File: src/rtl/druaga_ioctl_loader_pkg.sv
// Shared types and constants for the Druaga ioctl loader.
//   ldr_state_t  : loader FSM state encoding
//   IDX_*        : ioctl_index values that select a download target
//   load_state() : maps a sampled download index to its LOAD_* state
package druaga_pkg;

    typedef enum logic [2:0] {
        IDLE       = 3'd0,
        LOAD_ROM   = 3'd1,
        LOAD_TNO   = 3'd2,
        LOAD_DIP   = 3'd3,
        LOAD_OTHER = 3'd4,
        HOLD       = 3'd5
    } ldr_state_t;

    localparam logic [7:0] IDX_ROM = 8'd0;
    localparam logic [7:0] IDX_TNO = 8'd1;
    localparam logic [7:0] IDX_DIP = 8'd254;

    function automatic ldr_state_t load_state(input logic [7:0] idx);
        case (idx)
            IDX_ROM: return LOAD_ROM;
            IDX_TNO: return LOAD_TNO;
            IDX_DIP: return LOAD_DIP;
            default: return LOAD_OTHER;
        endcase
    endfunction

endpackage

File: src/rtl/druaga_ioctl_loader_if.sv
// HPS ioctl download bus.
//   ioctl_download : download in progress
//   ioctl_wr       : one-cycle byte strobe
//   ioctl_addr     : byte address within the current index
//   ioctl_dout     : byte data
//   ioctl_index    : download target selector
// master = HPS side (drives), slave = loader (receives).
interface druaga_ioctl_loader_if;
    logic        ioctl_download;
    logic        ioctl_wr;
    logic [24:0] ioctl_addr;
    logic [7:0]  ioctl_dout;
    logic [7:0]  ioctl_index;

    modport master (
        output ioctl_download, ioctl_wr, ioctl_addr, ioctl_dout, ioctl_index
    );

    modport slave (
        input ioctl_download, ioctl_wr, ioctl_addr, ioctl_dout, ioctl_index
    );
endinterface

File: src/rtl/druaga_ioctl_loader_reset_stretch.sv
// Hold counter that stretches the core reset after a download ends.
//   clk_sys, rst_n : clock, async active-low reset
//   load           : (re)start the count at HOLD_CYCLES-1
//   done           : high on the cycle the running count sits at zero;
//                    the count stops after that cycle
module reset_stretch #(
    parameter int HOLD_CYCLES = 1024
) (
    input  logic clk_sys,
    input  logic rst_n,
    input  logic load,
    output logic done
);
    localparam int CW = (HOLD_CYCLES > 1) ? $clog2(HOLD_CYCLES) : 1;

    logic [CW-1:0] count;
    logic          active;

    always_ff @(posedge clk_sys or negedge rst_n) begin
        if (!rst_n) begin
            count  <= '0;
            active <= 1'b0;
        end else if (load) begin
            count  <= CW'(HOLD_CYCLES - 1);
            active <= 1'b1;
        end else if (active) begin
            if (count == '0) begin
                active <= 1'b0;
            end else begin
                count <= count - 1'b1;
            end
        end
    end

    assign done = active && (count == '0);

endmodule

File: src/rtl/druaga_ioctl_loader.sv
// Loader between the HPS ioctl download stream and the Druaga core.
//   clk_sys, rst_n   : 48 MHz clock, async active-low reset
//   io               : ioctl download bus (slave side)
//   rom_we/addr/data : registered ROM write port into the core
//   tno              : title number
//   dsw0..dsw2       : DIP switch bytes after per-title remapping
//   core_reset       : active-high core reset, held through download + HOLD_CYCLES
//   dl_done          : one-cycle pulse when a ROM download's hold period ends
//   checksum         : mod-256 sum of ROM bytes accepted in the last ROM download
//   rom_ovf          : a ROM byte beyond 2^ROM_AW was dropped in this download
module druaga_ioctl_loader
    import druaga_pkg::*;
#(
    parameter int ROM_AW      = 17,
    parameter int HOLD_CYCLES = 1024
) (
    input  logic                  clk_sys,
    input  logic                  rst_n,
    druaga_ioctl_loader_if.slave  io,
    output logic                  rom_we,
    output logic [ROM_AW-1:0]     rom_addr,
    output logic [7:0]            rom_data,
    output logic [3:0]            tno,
    output logic [7:0]            dsw0,
    output logic [7:0]            dsw1,
    output logic [7:0]            dsw2,
    output logic                  core_reset,
    output logic                  dl_done,
    output logic [7:0]            checksum,
    output logic                  rom_ovf
);

    ldr_state_t state, state_nxt;
    logic [7:0] idx_l;
    logic       dl_prev;
    logic [7:0] sw0, sw1, sw2;
    logic       dl_rise;
    logic       in_load;
    logic       hold_load;
    logic       hold_done;
    logic       entering;
    logic       in_range;

    // dl_prev resets high so a download still active across rst_n release
    // does not look like a new rising edge.
    assign dl_rise   = io.ioctl_download && !dl_prev;
    assign in_load   = (state == LOAD_ROM) || (state == LOAD_TNO) ||
                       (state == LOAD_DIP) || (state == LOAD_OTHER);
    assign hold_load = in_load && !io.ioctl_download;
    assign entering  = ((state == IDLE) || (state == HOLD)) &&
                       (state_nxt != IDLE) && (state_nxt != HOLD);
    assign in_range  = (io.ioctl_addr >> ROM_AW) == 25'd0;

    reset_stretch #(
        .HOLD_CYCLES (HOLD_CYCLES)
    ) u_hold (
        .clk_sys (clk_sys),
        .rst_n   (rst_n),
        .load    (hold_load),
        .done    (hold_done)
    );

    always_comb begin
        state_nxt = state;
        unique case (state)
            IDLE: begin
                if (dl_rise) state_nxt = load_state(io.ioctl_index);
            end
            LOAD_ROM, LOAD_TNO, LOAD_DIP, LOAD_OTHER: begin
                if (!io.ioctl_download) state_nxt = HOLD;
            end
            HOLD: begin
                if (dl_rise)        state_nxt = load_state(io.ioctl_index);
                else if (hold_done) state_nxt = IDLE;
            end
            default: state_nxt = IDLE;
        endcase
    end

    always_ff @(posedge clk_sys or negedge rst_n) begin
        if (!rst_n) begin
            state      <= IDLE;
            idx_l      <= IDX_ROM;
            dl_prev    <= 1'b1;
            core_reset <= 1'b1;
            dl_done    <= 1'b0;
            rom_we     <= 1'b0;
            rom_addr   <= '0;
            rom_data   <= '0;
            tno        <= '0;
            sw0        <= '0;
            sw1        <= '0;
            sw2        <= '0;
            checksum   <= '0;
            rom_ovf    <= 1'b0;
        end else begin
            state      <= state_nxt;
            dl_prev    <= io.ioctl_download;
            core_reset <= (state_nxt != IDLE);
            dl_done    <= (state == HOLD) && (state_nxt == IDLE) && (idx_l == IDX_ROM);
            rom_we     <= 1'b0;

            // Strobes act on the current state, so a byte on the falling
            // edge of ioctl_download still lands before HOLD is entered.
            if (io.ioctl_wr) begin
                case (state)
                    LOAD_ROM: begin
                        if (in_range) begin
                            rom_we   <= 1'b1;
                            rom_addr <= io.ioctl_addr[ROM_AW-1:0];
                            rom_data <= io.ioctl_dout;
                            checksum <= checksum + io.ioctl_dout;
                        end else begin
                            rom_ovf <= 1'b1;
                        end
                    end
                    LOAD_TNO: tno <= io.ioctl_dout[3:0];
                    LOAD_DIP: begin
                        // Bytes 3..7 of the DIP block reach nothing in the
                        // core, so only the first three are kept.
                        if (io.ioctl_addr[24:3] == 22'd0) begin
                            case (io.ioctl_addr[2:0])
                                3'd0:    sw0 <= io.ioctl_dout;
                                3'd1:    sw1 <= io.ioctl_dout;
                                3'd2:    sw2 <= io.ioctl_dout;
                                default: ;
                            endcase
                        end
                    end
                    default: ;
                endcase
            end

            if (entering) begin
                idx_l <= io.ioctl_index;
                if (state_nxt == LOAD_ROM) begin
                    checksum <= '0;
                    rom_ovf  <= 1'b0;
                end
            end
        end
    end

    always_comb begin
        dsw0 = sw0;
        dsw1 = sw1;
        dsw2 = sw2;
        case (tno)
            4'd1, 4'd3: dsw2 = {sw1[3:0], sw2[3:0]};
            4'd2:       dsw2 = {sw2[3:0], sw2[3:0]};
            default:    ;
        endcase
    end

endmodule

File: src/flat_wrapper.sv
// flat-port wrapper written by rule: the top's interface ports become plain ports
module druaga_ioctl_loader_flat import druaga_pkg::*;
#(
    parameter int ROM_AW      = 17,
    parameter int HOLD_CYCLES = 1024
)
  (clk_sys, rst_n, rom_we, rom_addr, rom_data, tno, dsw0, dsw1, dsw2, core_reset, dl_done, checksum, rom_ovf, io_ioctl_download, io_ioctl_wr, io_ioctl_addr, io_ioctl_dout, io_ioctl_index);
  druaga_ioctl_loader_if io_i ();
  input  logic clk_sys;
  input  logic rst_n;
  output logic rom_we;
  output logic [ROM_AW-1:0] rom_addr;
  output logic [7:0] rom_data;
  output logic [3:0] tno;
  output logic [7:0] dsw0;
  output logic [7:0] dsw1;
  output logic [7:0] dsw2;
  output logic core_reset;
  output logic dl_done;
  output logic [7:0] checksum;
  output logic rom_ovf;
  input wire logic [$bits(io_i.ioctl_download)-1:0] io_ioctl_download;
  input wire logic [$bits(io_i.ioctl_wr)-1:0] io_ioctl_wr;
  input wire logic [$bits(io_i.ioctl_addr)-1:0] io_ioctl_addr;
  input wire logic [$bits(io_i.ioctl_dout)-1:0] io_ioctl_dout;
  input wire logic [$bits(io_i.ioctl_index)-1:0] io_ioctl_index;
  assign io_i.ioctl_download = io_ioctl_download;
  assign io_i.ioctl_wr = io_ioctl_wr;
  assign io_i.ioctl_addr = io_ioctl_addr;
  assign io_i.ioctl_dout = io_ioctl_dout;
  assign io_i.ioctl_index = io_ioctl_index;
  druaga_ioctl_loader #(.ROM_AW(ROM_AW), .HOLD_CYCLES(HOLD_CYCLES)) u_core (.clk_sys(clk_sys), .rst_n(rst_n), .io(io_i), .rom_we(rom_we), .rom_addr(rom_addr), .rom_data(rom_data), .tno(tno), .dsw0(dsw0), .dsw1(dsw1), .dsw2(dsw2), .core_reset(core_reset), .dl_done(dl_done), .checksum(checksum), .rom_ovf(rom_ovf));
endmodule
File: config.mk
export PLATFORM = sky130hd
export DESIGN_NAME = druaga_ioctl_loader_flat
export DESIGN_NICKNAME = d
export VERILOG_FILES = /design/src/rtl/druaga_ioctl_loader_pkg.sv /design/src/rtl/druaga_ioctl_loader_if.sv /design/src/rtl/druaga_ioctl_loader_reset_stretch.sv /design/src/rtl/druaga_ioctl_loader.sv /design/src/flat_wrapper.sv
export SDC_FILE = /design/constraint.sdc
export NUM_CORES = 1
export LEC_CHECK = 0
export CORE_MARGIN = 1
export CORE_UTILIZATION = 52
export DETAILED_ROUTE_END_ITERATION = 8
export GPL_TIMING_DRIVEN = 0
export PLACE_DENSITY = 0.84
export SYNTH_ARGS = -nofsm -noshare
export SYNTH_HDL_FRONTEND = slang
export SYNTH_SLANG_ARGS = --single-unit
export TNS_END_PERCENT = 10
File: constraint.sdc
create_clock -name clk_sys -period 3.7 [get_ports clk_sys]
set_input_delay 0.37 -clock clk_sys [delete_from_list [all_inputs] [get_ports clk_sys]]
set_output_delay 0.37 -clock clk_sys [all_outputs]
set_load 0.05 [all_outputs]
Yosys cells after proc, flatten, opt, wreduce, memory -nomap -nowiden
Cells that the tools add are included.

storage, ports and cells
  bits in registers = 88
  input port bits = 45

cells by class
  eq/ne operators = 15
  add/subtract/negate cells = 2
  mux-type cells = 26
  reductions and logical operators = 31

operators with widths
  cell                                                                   count
  8-bit two-way mux                                                      5
  10-bit two-way mux                                                     3
  25-bit zero test                                                       1
  22-bit zero test                                                       1
  3-bit one-hot mux with 3 select lines                                  2
  8-bit zero test                                                        2
  8-bit one-hot mux with 2 select lines                                  1
  3-bit two-way mux                                                      4
  4-bit AND reduction                                                    3
  1-bit two-way mux                                                      11
  10-bit zero test                                                       1
  10-bit by 1-bit subtractor with 10-bit output (second input constant)  1
  3-bit by 1-bit == test with 1-bit output (second input constant)       3
  3-bit by 2-bit == test with 1-bit output (second input constant)       3
  3-bit zero test                                                        3
  8-bit adder                                                            1
  4-bit by 2-bit == test with 1-bit output (second input constant)       2
  8-bit by 1-bit == test with 1-bit output (second input constant)       1
  8-bit == test (second input constant)                                  1
  1-bit logical AND                                                      7
  3-bit == test (second input constant)                                  2
  4-bit by 1-bit == test with 1-bit output (second input constant)       1
  1-bit logical OR                                                       4
  2-bit AND reduction                                                    2
  other kinds (8)                                                        9

Depth between registers and ports, before layout
Gate-level depths: netlist of the first run.

  depth in word-level cells = 9
  mapped depth = 7
  gate-level depth less buffers = 7

Cells and area by module
From an unflattened synthesis of the first run, not the netlist that was laid out.

second synthesis, totals
  cell total of the unflattened synthesis = 373
  area, all modules = 4242.8 um2

modules (own cells, without submodules)
  module               times used  cells each  area an instance (um2)
  druaga_ioctl_loader  1           300         3559.7
  reset_stretch        1           73          683.2

Least setup slack after synthesis of the first run
No wires, ideal clock.

  path type = flip-flop to output port
  from = register u_core.tno[3]
  to = output port dsw2[4]
  path slack = 1.265 ns
  path buffers = 0
  data arrival time = 2.065 ns
  stages on the path, launching flop included = 4
  path through = dfrtp_1 -> nor2_1 -> a31oi_1 -> o21ai_0

between the ends
  word-level cells in the longest chain between the ends = 3
  elaborated cells between the ends (all ways) = 5
  those cells by class = eq/ne: 3; mux: 1; reduce/logical: 1

ends and longest elaborated chain
  what                                                                                                  RTL line                    source
  from (decl)                                                                                           druaga_ioctl_loader.sv:23   output logic [3:0] tno,
  from (signal assigned)                                                                                druaga_ioctl_loader.sv:117  LOAD_TNO: tno <= io.ioctl_dout[3:0];
  4-bit by 1-bit == test with 1-bit output or 4-bit by 2-bit == test with 1-bit output (tied branches)  druaga_ioctl_loader.sv:148  case (tno)
  2-bit OR reduction                                                                                    druaga_ioctl_loader.sv:148
  8-bit one-hot mux with 2 select lines *                                                               druaga_ioctl_loader.sv:148
  to (decl)                                                                                             flat_wrapper.sv:17          output logic [7:0] dsw2;

Every way passes the cells marked *; elsewhere a longest branch is shown, timed or not.

Worst setup path after layout of the first run
Same ends and word-level chain as after synthesis.

==> impl_metrics.tcl, run 1 <==
set metrics [dict create \
    met3_usage_pct 4.69 \
    ant_nets 0 \
    pwr-share-clk_pct 27.0 \
    cp-start-kind "flip-flop" \
    post-route-util_pct 72.1 \
    n_fill_cell 562 \
    final_cell_mix "108 x clkdlybuf4s50_1, 100 x nand2_1, 86 x dfrtp_1" \
    numPortBuffers 109 \
    drt-vias-per-instance 5.56 \
    avgSynthCellArea_um2 10.4 \
    async_flop_share_pct 100 \
    cts_sinks 88 \
    synth.ff_latch_count 88 \
    cp.required_ns 3.33 \
    layout.cells.non_filler 627 \
    crit_path_cell_trace "nor2_1 -> and2_1 -> a22oi_1 -> o21ai_0 -> clkdlybuf4s50_1" \
    via_count 3486 \
    first_global_vias 3465 \
    worstHoldPathType "in2async" \
    skew_ns 0.0131 \
    drtIter0Drc 136 \
    gp_congestion 0.854 \
    leakagePower_nw 2.50 \
    cts_resized 0 \
    io_pins 110 \
    slowest_delay_ns 0.86 \
    regArea_um2 2200 \
    met2_usage_pct 43.8 \
    regToRegStartpoint "u_core.u_hold.count[0]" \
    coreArea_um2 7730 \
    place_hpwl_mm 7.65 \
    slew_headroom_pct 33.4 \
    slew_viol_final 0 \
    placed_cells 611 \
    power_frac_comb_pct 22.6 \
    synth_compound_area_share_pct 8.13 \
    startpoint "u_core.tno[3]" \
    synth_cell_type_count 48 \
    hold_violations 11 \
    power.switching_mw 0.720 \
    status "finished with violations" \
    min_period_ns 2.71 \
    syn_inst 399 \
    die_h_um 91.2 \
    reg2regPathDepth 7 \
    setup_viol 0 \
    synth_adder_area_share_pct 3.20 \
    muxShareOfSynthArea_pct 10.0 \
    fin_crit_sh_pct 73.4 \
    path_class "reg2out" \
    end_kind "output port" \
    ys.flop_type "dfrtp_1" \
    violations "hold timing" \
    max_cap_viol_count 0 \
    path_clk_slew_ns 0.09 \
    fin_area_um2 5570 \
    place_area_um2 5390 \
    holdBufCountCts 0 \
    routed_wl_mm 10.3 \
    cts_made_buffers 9 \
    synth_enable_flop_cells 0 \
    gr-max-usage-layer "met2" \
    die-area_um2 8330 \
    syn_nets 454 \
    grt.total_usage_pct 26.1 \
    multi_input_area_um2 1830 \
    cp_slowest_cell "clkdlybuf4s50_1" \
    start_util_pct 53.6 \
    insertedDiodeCount 0 \
    drt-wirelength-per-cell_um 16.4 \
    syn_area_um2 4140 \
    synth-simple-area-share_pct 20.2 \
    path_max_fanout 5 \
    rows 32 \
    met1_usage_pct 32.6 \
    post_cts_buffers 0 \
    p_int_mw 1.54 \
    syn_to_final_growth_pct 34.4 \
    synth-xor-area-share_pct 2.54 \
    cts-root-buf "clkbuf_8" \
    fmax_ghz 0.368 \
    final_common_cell "clkdlybuf4s50_1" \
    cts_tree "built" \
    clk_path_buf_depth 2 \
    p_sw_share_pct 31.8 \
    grt_antenna_before_repair 0 \
    yosys_warnings 0 \
    synth_top_family_by_area "simple AND/OR/NAND/NOR gates" \
    cp.arrival_ns 2.34 \
    yosysSeqAreaShare_pct 53.2 \
    seq_power_share_pct 50.4 \
    grt_overflow 0 \
    power_density_nw_per_um2 407 \
    hold-worst-slack_ns -0.0155 \
    grt_first_pass_wirelength_mm 16.9 \
    cts_max_level 3 \
    drc 0 \
    dieWidth_um 91.2 \
    layout.nets 575 \
    rsz0062_at_grt "false" \
    worstSkewPairLatency_ns 0.36 \
    peakVddDrop_mv 0.308 \
    grt_max_degree 48 \
    first_pass_iters 4 \
    worst_pin_slew_ns 0.991 \
    layout-drive-gt1-share_pct 13.1 \
]
## cell usage after synthesis, drive strengths merged (6+ instances only)
cell	instances	area share (%)
nand2	100	9.1
inv	7	0.63
ha	9	2.7
mux2	36	9.8
buf	8	1.1
a21oi	13	1.6
nor4	11	1.8
nor2b	6	0.91
o21ai	9	1.1
or4	7	1.4
dfrtp	86	52
xnor2	6	1.3
clkbuf	9	0.82
xor2	6	1.3
nor2	18	1.6
## power groups by stage
stage | combinational [mW] | clock [mW] | sequential (mW)
3_3_place_gp | 0.475 | 0 | 1.15
3_5_place_dp | 0.504 | 0 | 1.16
2_1_floorplan | 0.256 | 0 | 1.20
5_1_grt | 0.557 | 0.658 | 1.15
4_1_cts | 0.511 | 0.618 | 1.14
6_report | 0.511 | 0.611 | 1.14
## sequential cells by signal (all words and copies together) (netlist names)
name and count:
u_core.tno 4, u_core.rom_ovf 1, u_core.idx_l 8, u_core.dl_done 1, u_core.dsw0 8, u_core.state 3, u_core.dl_prev 1, u_core.u_hold.count 10
u_core.core_reset 1, u_core.checksum 8, u_core.rom_we 1, u_core.rom_data 8, u_core.sw2 8, u_core.rom_addr 17, u_core.dsw1 8, u_core.u_hold.active 1
## critical path, delay by kind of cell (launching register included)
kind                   cells  cell delay (ns)
AOI/OAI and AO/OA          2             0.20
DFF                        1             0.41
buffers and inverters      1             0.86
and+or+nand+nor            2             0.50
## metrics by stage
stage                     worst slack [ns]  power, mW  setup TNS (ns)
after floorplan                       1.27       1.45               0
after global placement              -0.802       1.62          -68.65
after detailed placement             0.783       1.66               0
after CTS                            0.993       2.27               0
after global routing                 0.871       2.37               0
final                                0.985       2.26               0
## cell families after synthesis
family          count (synthesis)
fa+ha+maj                      10
xor+xnor                       12
mux                            37
buf+inv                        25
simple gates                  177
compound gates                 50
flops                          88
## per-layer routing
layer	routed length, um	vias to the layer above	part of all wire, %
met4	367	0	3.6
met2	5060	133	49
met1	4320	1687	42
met5	0	-	0
li1	-	1634	-
met3	537	32	5.2
## final cells by class
class / count / share of cell area, %
timing repair buffer: 110 / 20.0
tap: 102 / 2.29
multi-input combinational: 286 / 32.8
sequential: 88 / 39.6
clock buffer: 10 / 2.47
clock inverter: 6 / 0.809
buffer: 17 / 1.44
inverter: 8 / 0.539
## worst paths after layout
check | slack [ns] | endpoint
worst max-delay path | 0.99 | dsw2[4]
worst min-delay path | -0.02 | u_core.rom_data[7]
worst max register to register | 1.04 | u_core.rom_ovf
worst min register to register | 0.48 | u_core.rom_data[7]
max in group asynchronous | 3.03 | u_core.core_reset
min in group clk_sys | 0.48 | u_core.rom_data[7]
(Power assumes the default switching activity.)
==> run 2: changes to the inputs <==
- CORE_UTILIZATION: 52 -> 44
- PLACE_DENSITY: 0.84 -> 0.75
- clock period: 3.7 -> 2.45 ns (I/O delays scaled with it)
==> run 2 against run 1 <==
Against the previous run: die area up 18%; worst setup slack worse by 0.86 ns; register-to-register slack worse by 0.90 ns; highest routed layer unchanged; critical path depth up 1; the flow now finishes without violations; first-iteration DRC count down 32%.
==> impl_metrics.tcl, run 2 (synthesis gave the netlist of run 1 again) <==
set metrics [dict create \
    cts_tree "built" \
    path_clk_slew_ns 0.09 \
    layout-drive-gt1-share_pct 14.1 \
    via_count 3436 \
    routed_wl_mm 10.1 \
    skew_ns 0.0144 \
    grt_antenna_before_repair 0 \
    path_class "in2reg" \
    coreArea_um2 9200 \
    final_cell_mix "104 x clkdlybuf4s50_1, 100 x nand2_1, 86 x dfrtp_1" \
    drtIter0Drc 92 \
    place_area_um2 5400 \
    min_period_ns 2.33 \
    largest_reg_flops 17 \
    peakVddDrop_mv 0.439 \
    worstSkewPairLatency_ns 0.36 \
    power_density_nw_per_um2 636 \
    grt_max_degree 53 \
    cp-start-kind "primary input" \
    dieWidth_um 99.0 \
    max_cap_viol_count 0 \
    grt_first_pass_wirelength_mm 16.6 \
    slew_headroom_pct 58.1 \
    gr-max-usage-layer "met2" \
    die_h_um 99.0 \
    regMostFlops "u_core.rom_addr" \
    met3_usage_pct 4.75 \
    fin_crit_sh_pct 95.0 \
    worst_pin_slew_ns 0.624 \
    place_hpwl_mm 7.47 \
    cts_sinks 88 \
    cts-root-buf "clkbuf_8" \
    crit_path_cell_trace "clkdlybuf4s50_1 -> or4_1 -> or4_4 -> a211o_1 -> a211oi_4 -> nor2_1" \
    first_global_vias 3396 \
    hold_violations 0 \
    drt-wirelength-per-cell_um 15.9 \
    hold-worst-slack_ns 0.384 \
    path_max_fanout 9 \
    met1_usage_pct 27.5 \
    slowest_delay_ns 0.56 \
    numPortBuffers 109 \
    ant_nets 0 \
    fmax_ghz 0.430 \
    final_common_cell "clkdlybuf4s50_1" \
    insertedDiodeCount 0 \
    worstHoldPathType "in2async" \
    cp.arrival_ns 2.55 \
    drc 0 \
    slew_viol_final 0 \
    crit_family "simple AND/OR/NAND/NOR gates" \
    top_regs "u_core.rom_addr (17), u_core.u_hold.count (10)" \
    grt_overflow 0 \
    start_util_pct 45.0 \
    setup_viol 0 \
    grt.total_usage_pct 21.7 \
    first_pass_iters 4 \
    cp.required_ns 2.67 \
    clk_path_buf_depth 2 \
    crit_buf_inv 1 \
    n_fill_cell 755 \
    status "finished, final reports clean" \
    die-area_um2 9800 \
    cts_max_level 3 \
    gp_congestion 0.868 \
    cp_slowest_cell "or4_1" \
    io_pins 110 \
    layout.nets 575 \
    met2_usage_pct 35.7 \
    rows 35 \
    fin_area_um2 5660 \
    cts_made_buffers 9 \
    rsz0062_at_grt "true" \
    leakagePower_nw 2.56 \
    syn_to_final_growth_pct 36.7 \
    end_kind "flip-flop" \
    drt-vias-per-instance 5.41 \
]
==> run 2: cell type report <==
cell class	count	area (um^2)	share of cell area [%]
Inverter	8	30.0	0.530
Clock buffer	10	138	2.43
Timing Repair Buffer	111	1120	19.8
Clock inverter	5	81.3	1.44
Sequential cell	88	2200	38.9
Multi-Input combinational cell	286	1870	33.1
Tap cell	111	139	2.45
Buffer	16	77.6	1.37
==> run 2: report_power, final <==
part / total [mW] / switching, mW / leakage [nW] / internal (mW)
Combinational: 0.770 / 0.428 / 1.31 / 0.343
Sequential: 1.72 / 0.120 / 1.15 / 1.60
Clock: 1.11 / 0.515 / 0.108 / 0.597
Total: 3.60 / 1.06 / 2.56 / 2.54
==> run 2: final timing paths <==
kind,slack [ns],depth (start not counted),start,endpoint
max reg2reg,0.14,6,u_core.state[0],u_core.checksum[5]
min in group clk_sys,0.43,1,io_ioctl_download,u_core.dl_prev
max in group asynchronous,1.39,3,rst_n,u_core.core_reset
min,0.38,2,rst_n,u_core.rom_we
min reg2reg,0.48,2,u_core.rom_addr[8],u_core.rom_addr[8]
max,0.12,6,io_ioctl_index[5],u_core.rom_ovf
==> run 2: metrics by stage <==
step                      util (%)  setup slack (ns)  power, mW  cells  TNS (ns)
after floorplan                  -             0.140       2.20    399         0
after global placement        58.4             -1.96       2.46    619   -179.91
after detailed placement      58.7            -0.346       2.50    620     -9.92
after CTS                     61.1           0.00737       3.61    636         0
after global routing          61.6           -0.0453       3.79    635    -0.135
final                         61.6             0.122       3.60    635         0
==> run 2: layer usage <==
metal  part of all wire [%]  vias up
li1                       -     1625
met1                     43     1686
met2                     49      105
met3                    5.1       20
met4                    2.4        0
met5                      0        -
==> run 2: what timing repair did <==
item / CTS / global route
pin swaps: 1 / 0
resized for setup: 5 / 14
endpoints found under the hold margin: 35 / 0
hold buffers: 1 / 0
setup buffers: 0 / 0
endpoints found under the setup margin: 11 / 37
